`src/rtl/timing_stats_if.sv`:
```
// Bus interface for timing_stats: the sensor-side inputs from the timing
// manager and the statistics read back by the PS register block.
// The slave modport is the statistics stage; the master modport is its driver.
interface timing_stats_if #(
  parameter int WIDTH = 16
);
  logic             en;
  logic             trigger;
  logic             done;
  logic [WIDTH-1:0] time_in;
  logic             clear_stats;
  logic [WIDTH-1:0] last_time;
  logic [WIDTH-1:0] min_time;
  logic [WIDTH-1:0] max_time;
  logic [WIDTH-1:0] avg_time;
  logic             avg_valid;
  logic [15:0]      sample_count;
  logic [15:0]      overrun_count;
  logic             overrun;
  logic             busy;

  modport slave (
    input  en, trigger, done, time_in, clear_stats,
    output last_time, min_time, max_time, avg_time, avg_valid,
           sample_count, overrun_count, overrun, busy
  );

  modport master (
    output en, trigger, done, time_in, clear_stats,
    input  last_time, min_time, max_time, avg_time, avg_valid,
           sample_count, overrun_count, overrun, busy
  );
endinterface

```
`src/rtl/timing_stats.sv`:
```
// Per-sensor acquisition-time statistics: last/min/max/windowed average,
// saturating sample and overrun counters, and an IDLE/WAIT/DONE tracker
// that flags triggers arriving before the sensor finished.
// Optional macro TIMING_STATS_AVG_EN enables the windowed-average
// accumulator; without it avg_time and avg_valid are tied to zero.
module timing_stats #(
  parameter int WIDTH    = 16,
  parameter int AVG_LOG2 = 4
) (
  input  logic           clk,
  input  logic           rst_n,
  timing_stats_if.slave  bus
);

  typedef enum logic [1:0] {
    S_IDLE,
    S_WAIT,
    S_DONE
  } state_t;

  state_t           state_q;
  state_t           state_d;
  logic             done_q;
  logic             done_pe_q;
  logic             strobe;
  logic             overrun_evt;
  logic [WIDTH-1:0] sample;
  logic [WIDTH-1:0] last_q;
  logic [WIDTH-1:0] min_q;
  logic [WIDTH-1:0] max_q;
  logic [15:0]      count_q;
  logic [15:0]      ovr_count_q;
  logic             ovr_q;

  // AVG_LOG2 outside 0..8 is not supported; such builds get an empty marker block
  if (AVG_LOG2 < 0 || AVG_LOG2 > 8) begin : g_illegal_avg_log2
  end

  assign sample = bus.time_in;
  assign strobe = done_pe_q & bus.en;

  // Done edge detect; done_q tracks even while disabled so re-enable sees no false edge
  always_ff @(posedge clk or negedge rst_n) begin
    if (!rst_n) begin
      done_q    <= 1'b0;
      done_pe_q <= 1'b0;
    end else begin
      done_q    <= bus.done;
      done_pe_q <= bus.done & ~done_q & bus.en;
    end
  end

  // Tracker state register
  always_ff @(posedge clk or negedge rst_n) begin
    if (!rst_n) begin
      state_q <= S_IDLE;
    end else begin
      state_q <= state_d;
    end
  end

  // Next state and overrun detection; a strobe coinciding with a trigger re-arms without overrun
  always_comb begin
    state_d     = state_q;
    overrun_evt = 1'b0;
    if (!bus.en) begin
      state_d = S_IDLE;
    end else begin
      case (state_q)
        S_IDLE: if (bus.trigger) state_d = S_WAIT;
        S_WAIT: begin
          if (strobe) begin
            state_d = bus.trigger ? S_WAIT : S_DONE;
          end else if (bus.trigger) begin
            overrun_evt = 1'b1;
          end
        end
        S_DONE: if (bus.trigger) state_d = S_WAIT;
        default: state_d = S_IDLE;
      endcase
    end
  end

  // Sample and overrun statistics; clear wins over a coincident strobe or overrun
  always_ff @(posedge clk or negedge rst_n) begin
    if (!rst_n) begin
      last_q      <= '0;
      min_q       <= '1;
      max_q       <= '0;
      count_q     <= '0;
      ovr_count_q <= '0;
      ovr_q       <= 1'b0;
    end else if (bus.clear_stats) begin
      last_q      <= '0;
      min_q       <= '1;
      max_q       <= '0;
      count_q     <= '0;
      ovr_count_q <= '0;
      ovr_q       <= 1'b0;
    end else begin
      if (strobe) begin
        last_q <= sample;
        if (sample < min_q) min_q <= sample;
        if (sample > max_q) max_q <= sample;
        if (count_q != 16'hFFFF) count_q <= count_q + 16'd1;
      end
      if (overrun_evt) begin
        ovr_q <= 1'b1;
        if (ovr_count_q != 16'hFFFF) ovr_count_q <= ovr_count_q + 16'd1;
      end
    end
  end

`ifdef TIMING_STATS_AVG_EN
  logic [WIDTH-1:0] avg_q;
  logic             avg_valid_q;

  if (AVG_LOG2 == 0) begin : g_avg_direct
    // Single-sample window: the average is simply the latest sample
    always_ff @(posedge clk or negedge rst_n) begin
      if (!rst_n) begin
        avg_q       <= '0;
        avg_valid_q <= 1'b0;
      end else if (bus.clear_stats) begin
        avg_q       <= '0;
        avg_valid_q <= 1'b0;
      end else if (strobe) begin
        avg_q       <= sample;
        avg_valid_q <= 1'b1;
      end
    end
  end else begin : g_avg_window
    logic [WIDTH+AVG_LOG2-1:0] sum_q;
    logic [WIDTH+AVG_LOG2-1:0] sum_next;
    logic [AVG_LOG2-1:0]       win_q;

    assign sum_next = sum_q + {{AVG_LOG2{1'b0}}, sample};

    // Accumulate a window of 2^AVG_LOG2 samples, then publish the truncated mean
    always_ff @(posedge clk or negedge rst_n) begin
      if (!rst_n) begin
        sum_q       <= '0;
        win_q       <= '0;
        avg_q       <= '0;
        avg_valid_q <= 1'b0;
      end else if (bus.clear_stats) begin
        sum_q       <= '0;
        win_q       <= '0;
        avg_q       <= '0;
        avg_valid_q <= 1'b0;
      end else if (strobe) begin
        if (win_q == '1) begin
          avg_q       <= sum_next[WIDTH+AVG_LOG2-1:AVG_LOG2];
          sum_q       <= '0;
          win_q       <= '0;
          avg_valid_q <= 1'b1;
        end else begin
          sum_q <= sum_next;
          win_q <= win_q + 1'b1;
        end
      end
    end
  end

  assign bus.avg_time  = avg_q;
  assign bus.avg_valid = avg_valid_q;
`else
  assign bus.avg_time  = '0;
  assign bus.avg_valid = 1'b0;
`endif

  assign bus.last_time     = last_q;
  assign bus.min_time      = min_q;
  assign bus.max_time      = max_q;
  assign bus.sample_count  = count_q;
  assign bus.overrun_count = ovr_count_q;
  assign bus.overrun       = ovr_q;
  assign bus.busy          = (state_q == S_WAIT);

endmodule

```
`src/flat_wrapper.sv`:
```
// flat-port wrapper written by rule: the top's interface ports become plain ports
module timing_stats_flat 
#(
  parameter int WIDTH    = 16,
  parameter int AVG_LOG2 = 4
)
  (clk, rst_n, bus_en, bus_trigger, bus_done, bus_time_in, bus_clear_stats, bus_last_time, bus_min_time, bus_max_time, bus_avg_time, bus_avg_valid, bus_sample_count, bus_overrun_count, bus_overrun, bus_busy);
  timing_stats_if #(.WIDTH(WIDTH)) bus_i ();
  input  logic clk;
  input  logic rst_n;
  input wire logic [$bits(bus_i.en)-1:0] bus_en;
  input wire logic [$bits(bus_i.trigger)-1:0] bus_trigger;
  input wire logic [$bits(bus_i.done)-1:0] bus_done;
  input wire logic [$bits(bus_i.time_in)-1:0] bus_time_in;
  input wire logic [$bits(bus_i.clear_stats)-1:0] bus_clear_stats;
  output wire logic [$bits(bus_i.last_time)-1:0] bus_last_time;
  output wire logic [$bits(bus_i.min_time)-1:0] bus_min_time;
  output wire logic [$bits(bus_i.max_time)-1:0] bus_max_time;
  output wire logic [$bits(bus_i.avg_time)-1:0] bus_avg_time;
  output wire logic [$bits(bus_i.avg_valid)-1:0] bus_avg_valid;
  output wire logic [$bits(bus_i.sample_count)-1:0] bus_sample_count;
  output wire logic [$bits(bus_i.overrun_count)-1:0] bus_overrun_count;
  output wire logic [$bits(bus_i.overrun)-1:0] bus_overrun;
  output wire logic [$bits(bus_i.busy)-1:0] bus_busy;
  assign bus_i.en = bus_en;
  assign bus_i.trigger = bus_trigger;
  assign bus_i.done = bus_done;
  assign bus_i.time_in = bus_time_in;
  assign bus_i.clear_stats = bus_clear_stats;
  assign bus_last_time = bus_i.last_time;
  assign bus_min_time = bus_i.min_time;
  assign bus_max_time = bus_i.max_time;
  assign bus_avg_time = bus_i.avg_time;
  assign bus_avg_valid = bus_i.avg_valid;
  assign bus_sample_count = bus_i.sample_count;
  assign bus_overrun_count = bus_i.overrun_count;
  assign bus_overrun = bus_i.overrun;
  assign bus_busy = bus_i.busy;
  timing_stats #(.WIDTH(WIDTH), .AVG_LOG2(AVG_LOG2)) u_core (.clk(clk), .rst_n(rst_n), .bus(bus_i));
endmodule
```
`config.mk`:
```
export PLATFORM = sky130hd
export DESIGN_NAME = timing_stats_flat
export DESIGN_NICKNAME = d
export VERILOG_FILES = /design/src/rtl/timing_stats_if.sv /design/src/rtl/timing_stats.sv /design/src/flat_wrapper.sv
export SDC_FILE = /design/constraint.sdc
export NUM_CORES = 1
export LEC_CHECK = 0
export CORE_MARGIN = 2
export CORE_UTILIZATION = 45
export CTS_CLUSTER_SIZE = 8
export DETAILED_ROUTE_END_ITERATION = 12
export PLACE_DENSITY = 0.78
export REMOVE_ABC_BUFFERS = 1
export SLEW_MARGIN = 30
export SYNTH_ARGS = -nofsm -noshare
export SYNTH_HDL_FRONTEND = slang
export SYNTH_SLANG_ARGS = --single-unit
```
`constraint.sdc`:
```
create_clock -name clk -period 3.05 [get_ports clk]
set_clock_uncertainty 0.2 [all_clocks]
set_input_delay 0.61 -clock clk [delete_from_list [all_inputs] [get_ports clk]]
set_output_delay 0.61 -clock clk [all_outputs]
set_load 0.01 [all_outputs]
```
# == Yosys cells after proc, flatten, opt, wreduce, memory -nomap -nowiden ==
# Cells that the tools add are included.
# op_classes
addsub,2
multipliers,0
div_mod_pow,0
order_cmp,2
n_eq_ne,6
shift,0
muxes,25
n_bitwise,4
n_reduce_logical,13
# ops
op,count
16-bit two-way mux,14
16-bit by 1-bit adder with 16-bit output (second input constant),2
16-bit inequality test (second input constant),2
16-bit greater-than comparator,1
16-bit less-than comparator,1
2-bit nonzero test,6
2-bit AND reduction,5
2-bit two-way mux,4
1-bit two-way mux,6
3-bit by 2-bit inequality test with 1-bit output (second input constant),2
2-bit case mux with 2 select lines,1
1-bit AND,3
2-bit by 1-bit equality test with 1-bit output (second input constant),1
2-bit equality test (second input constant),1
2-bit zero test,1
2-bit OR reduction,1
1-bit NOT,1
# totals
reg_bits,85
latch_bits,0
mem_bits_rw,0
mem_bits_ro,0
inputBits,22
output_inout_bits,99
elab_cells,61
n_memories,0

# == Logic depth before layout (Yosys ltp) ==
# logic_depth
depth_word,6
ltp_mapped,9
ltp_nobuf,7

# == Least setup slack after synthesis ==
# OpenSTA, ideal clock, no wires.
# synth_timing
path_kind,input to register
from,input port bus_time_in[13]
to,register u_core.max_q[10] (netlist: u_core.bus.max_time[10])
setup_ns,0.079
arrival_time_ns,2.471
required_ns,2.771
setup_slack_ns,0.299
path_stages,7
path_buffers,1
path_cell_list,ha_1 a21o_1 a21o_1 a2111o_1 o31ai_4 buf_8 mux2i_1
# synth_between
elab_chain_cells,3
# synth_rtl
element,line_no,rtl
from (decl),flat_wrapper.sv:14,input wire logic [$bits(bus_i.time_in)-1:0] bus_time_in;
16-bit greater-than comparator,timing_stats.sv:104,if (sample > max_q) max_q <= sample;
2-bit nonzero test (no line),--,
2-bit AND reduction (no line),--,
to (signal assigned),timing_stats.sv:104,
to (decl),timing_stats.sv:30,logic [WIDTH-1:0] max_q;
# No other way between the ends.
# A chain may end at the register's enable or synchronous reset.

# == Worst setup path after layout ==
# layout_timing
from,input port bus_time_in[11]
to,register u_core.max_q[7] (netlist: u_core.bus.max_time[7])
# The elaborated chain is that of the path after synthesis.

==> out/metrics.cfg <==
[outcome]
outcome = complete, no violations

[die]
chipHeight_um = 109
core_area_um2 = 10800
boundaryPins = 121
initial_core_util_pct = 45.8
dieWidth_um = 109
die_area_um2 = 11800
num_rows = 38

[power_and_ir_drop]
p_total_mw = 2.28
leakage_nw = 2.95
pwr-share-seq_pct = 51.5
power_frac_clock_pct = 34.3
power.switching_uw = 592
p_sw_share_pct = 25.9
p_int_mw = 1.69
power_frac_comb_pct = 14.2
ir_drop_uv = 257
p_per_area_nw_per_um2 = 353

[sta]
final_hold_viol_count = 0
drv_slew = 0
setup_viol = 0
post-route-min-period_ps = 2860
fmax_ghz = 0.349
worst_pin_slew_ps = 659
rsz0062_at_grt = false
fin_crit_sh_pct = 93.9
fin_ws_ps = 186
maxSlewHeadroom_pct = 56.0
whs_ps = 74.3

[place]
place_area_um2 = 6290
io_buffers = 103
place_ws_ps = -213
gp_congestion = 0.896
place_hpwl_mm = 9.42

[final_layout]
fin_nets = 703
n_antenna_cell = 0
areaGrowthSynthToFinish_pct = 30.8
fill_cells = 951
utilization_pct = 59.9
final_area_um2 = 6470
drive_above_1_share_pct = 13.4

[logic_synthesis]
netlist_top_cells_count = nand2_1 (81), dfrtp_1 (69), inv_1 (37)
synth.distinct_cells = 54
netlist_instances = 515
synth-edff-count = 0
yosysMostFrequentCell = nand2_1
post_synth_main_area_contributors = dfrtp_1 (35%), dfstp_2 (8.5%), ha_1 (8.4%), nand2_1 (6.2%), mux2i_1 (4.0%)
synthArstFlopShare_pct = 100
seq_area_frac_synth_pct = 43.4
syn_area_um2 = 4940
netlist.top_cell.by_area = dfrtp_1
synth_top_area_share_pct = 34.9
synth-seq-cells = 85
synth_warnings = 0
synth-main-ff-cell = dfrtp_1
syn_avg_cell_area_um2 = 9.60

[route]
vias = 4237
wl_per_cell_um = 16.3
ant_nets = 0
vias_per_cell = 5.36
drt_pre_antenna_iters = 4
drtIter0Drc = 182
wl_mm = 12.9
drc_errors = 0

[cts]
cts_tree = yes
clk_pin_slew_ps = 80
cts_setup_buffers = 0
cts_max_path_buffers = 2
clock-sinks = 85
holdBufCountCts = 0
cts_buffers = 9
cts_max_level = 3
cts-resized-gates = 0
cts_root_buf = clkbuf_8
clock_latency_ps = 360

[grt]
grt_max_degree = 52
gr-total-overflow = 0
grt_pass1_wl_mm = 20.7
antenna_found_initial = 0
grt_pass1_vias = 4171
grt_usage_pct = 22.6

[critical_path]
cp_max_fo = 8
start_kind = primary input
timing.rr.start = u_core.bus.min_time[15]
crit-reg2reg-capture = u_core.bus.min_time[5]
worstSetupEndpointType = flop
crit_required_ps = 3130
critical_path_class = in -> reg
r2r_setup_slack_ps = 490
rr_worst_depth = 8
cp_data_arrival_time_ps = 2940

[flow_run]
maxCapViolCount = 0

[min_path]
min_path_type = in -> async

-- cell families after synthesis --
| logic type | Yosys count | share of synthesized area, % |
|---|---|---|
| AOI/OAI and AO/OA | 106 | 16.7 |
| xor gates and xnor gates | 22 | 3.90 |
| adders and majority gates | 33 | 8.35 |
| buffers and inverters | 77 | 7.54 |
| DFF | 85 | 43.4 |
| muxes | 20 | 4.05 |
| other | 1 | 0.0759 |
| and+or+nand+nor | 171 | 16.0 |
-- per-stage QoR --
stage,TNS [ps],instances
2_1_floorplan,0,492
3_3_place_gp,-1910,777
3_5_place_dp,-3110,777
4_1_cts,0,791
5_1_grt,0,791
6_report,0,791
-- how the worst max path moves through the flow --
| stage | from | to | slack (ps) | cells past startpoint |
|---|---|---|---|---|
| floorplan | bus_time_in[14] | u_core.bus.min_time[1] | 130 | 6 |
| global placement | bus_time_in[11] | u_core.bus.max_time[10] | -130 | 8 |
| detailed placement | bus_time_in[11] | u_core.bus.max_time[1] | -210 | 8 |
| CTS | bus_time_in[11] | u_core.bus.max_time[1] | 170 | 8 |
| global route | bus_time_in[12] | u_core.bus.max_time[1] | 110 | 9 |
| finish | bus_time_in[11] | u_core.bus.max_time[7] | 190 | 8 |
-- routing by layer --
layer  vias to the layer above  part of all wire, %  track usage, %
met4                         0                 0.90            6.41
met1                      2042                   44            29.2
li1                       2058                    -               -
met5                         -                    0               0
met2                       125                   49            38.2
met3                        12                  6.0            4.96
-- flip-flops by register name (all words and copies together), names as in the netlist --
signal                    count
u_core.bus.max_time          16
u_core.done_q                 1
u_core.bus.overrun            1
u_core.state_q                2
u_core.bus.sample_count      16
u_core.bus.min_time          16
u_core.bus.overrun_count     16
u_core.done_pe_q              1
u_core.bus.last_time         16
-- area by class of cell --
cell class                 count  area (µm²)  area share (%)
tap                          140         175            2.71
clock buffer                  12         145            2.24
multi-input combinational    369        2480            38.4
inverter                      38         143            2.21
clock inverter                 2        35.0           0.542
timing repair buffer         145        1340            20.7
sequential                    85        2150            33.2
-- worst max-delay path: stages --
cell and delay (ps):
clkdlybuf4s50_1 530, ha_1 270, a21oi_1 270, nor2_1 90, a2111o_1 430, o31ai_4 290
buf_4 250, mux2i_1 210
-- placed cells by master, fill, tap and decap left out, types with 7 or more instances in the layout --
cell,netlist,routed
nand3_1,10,10
xnor2_1,9,9
o211ai_1,10,10
conb_1,1,17
xor2_1,13,13
nor2_1,34,34
mux2i_1,20,20
dfstp_2,16,16
inv_1,37,37
buf_4,17,43
clkbuf_8,0,10
ha_1,33,33
nand2_1,81,81
clkdlybuf4s50_1,0,101
a21oi_1,31,31
nand4_1,10,10
a211oi_1,7,7
o211ai_2,10,10
dfrtp_1,69,69
and3_1,8,8
o2111ai_1,22,22
-- power groups by stage --
stage	logic (mW)	registers [mW]	clock network, mW
floorplan	0.124	1.20	0
global placement	0.320	1.19	0
detailed placement	0.325	1.20	0
CTS	0.327	1.17	0.796
global route	0.360	1.18	0.847
finish	0.324	1.17	0.784
(Power assumes the default switching activity.)
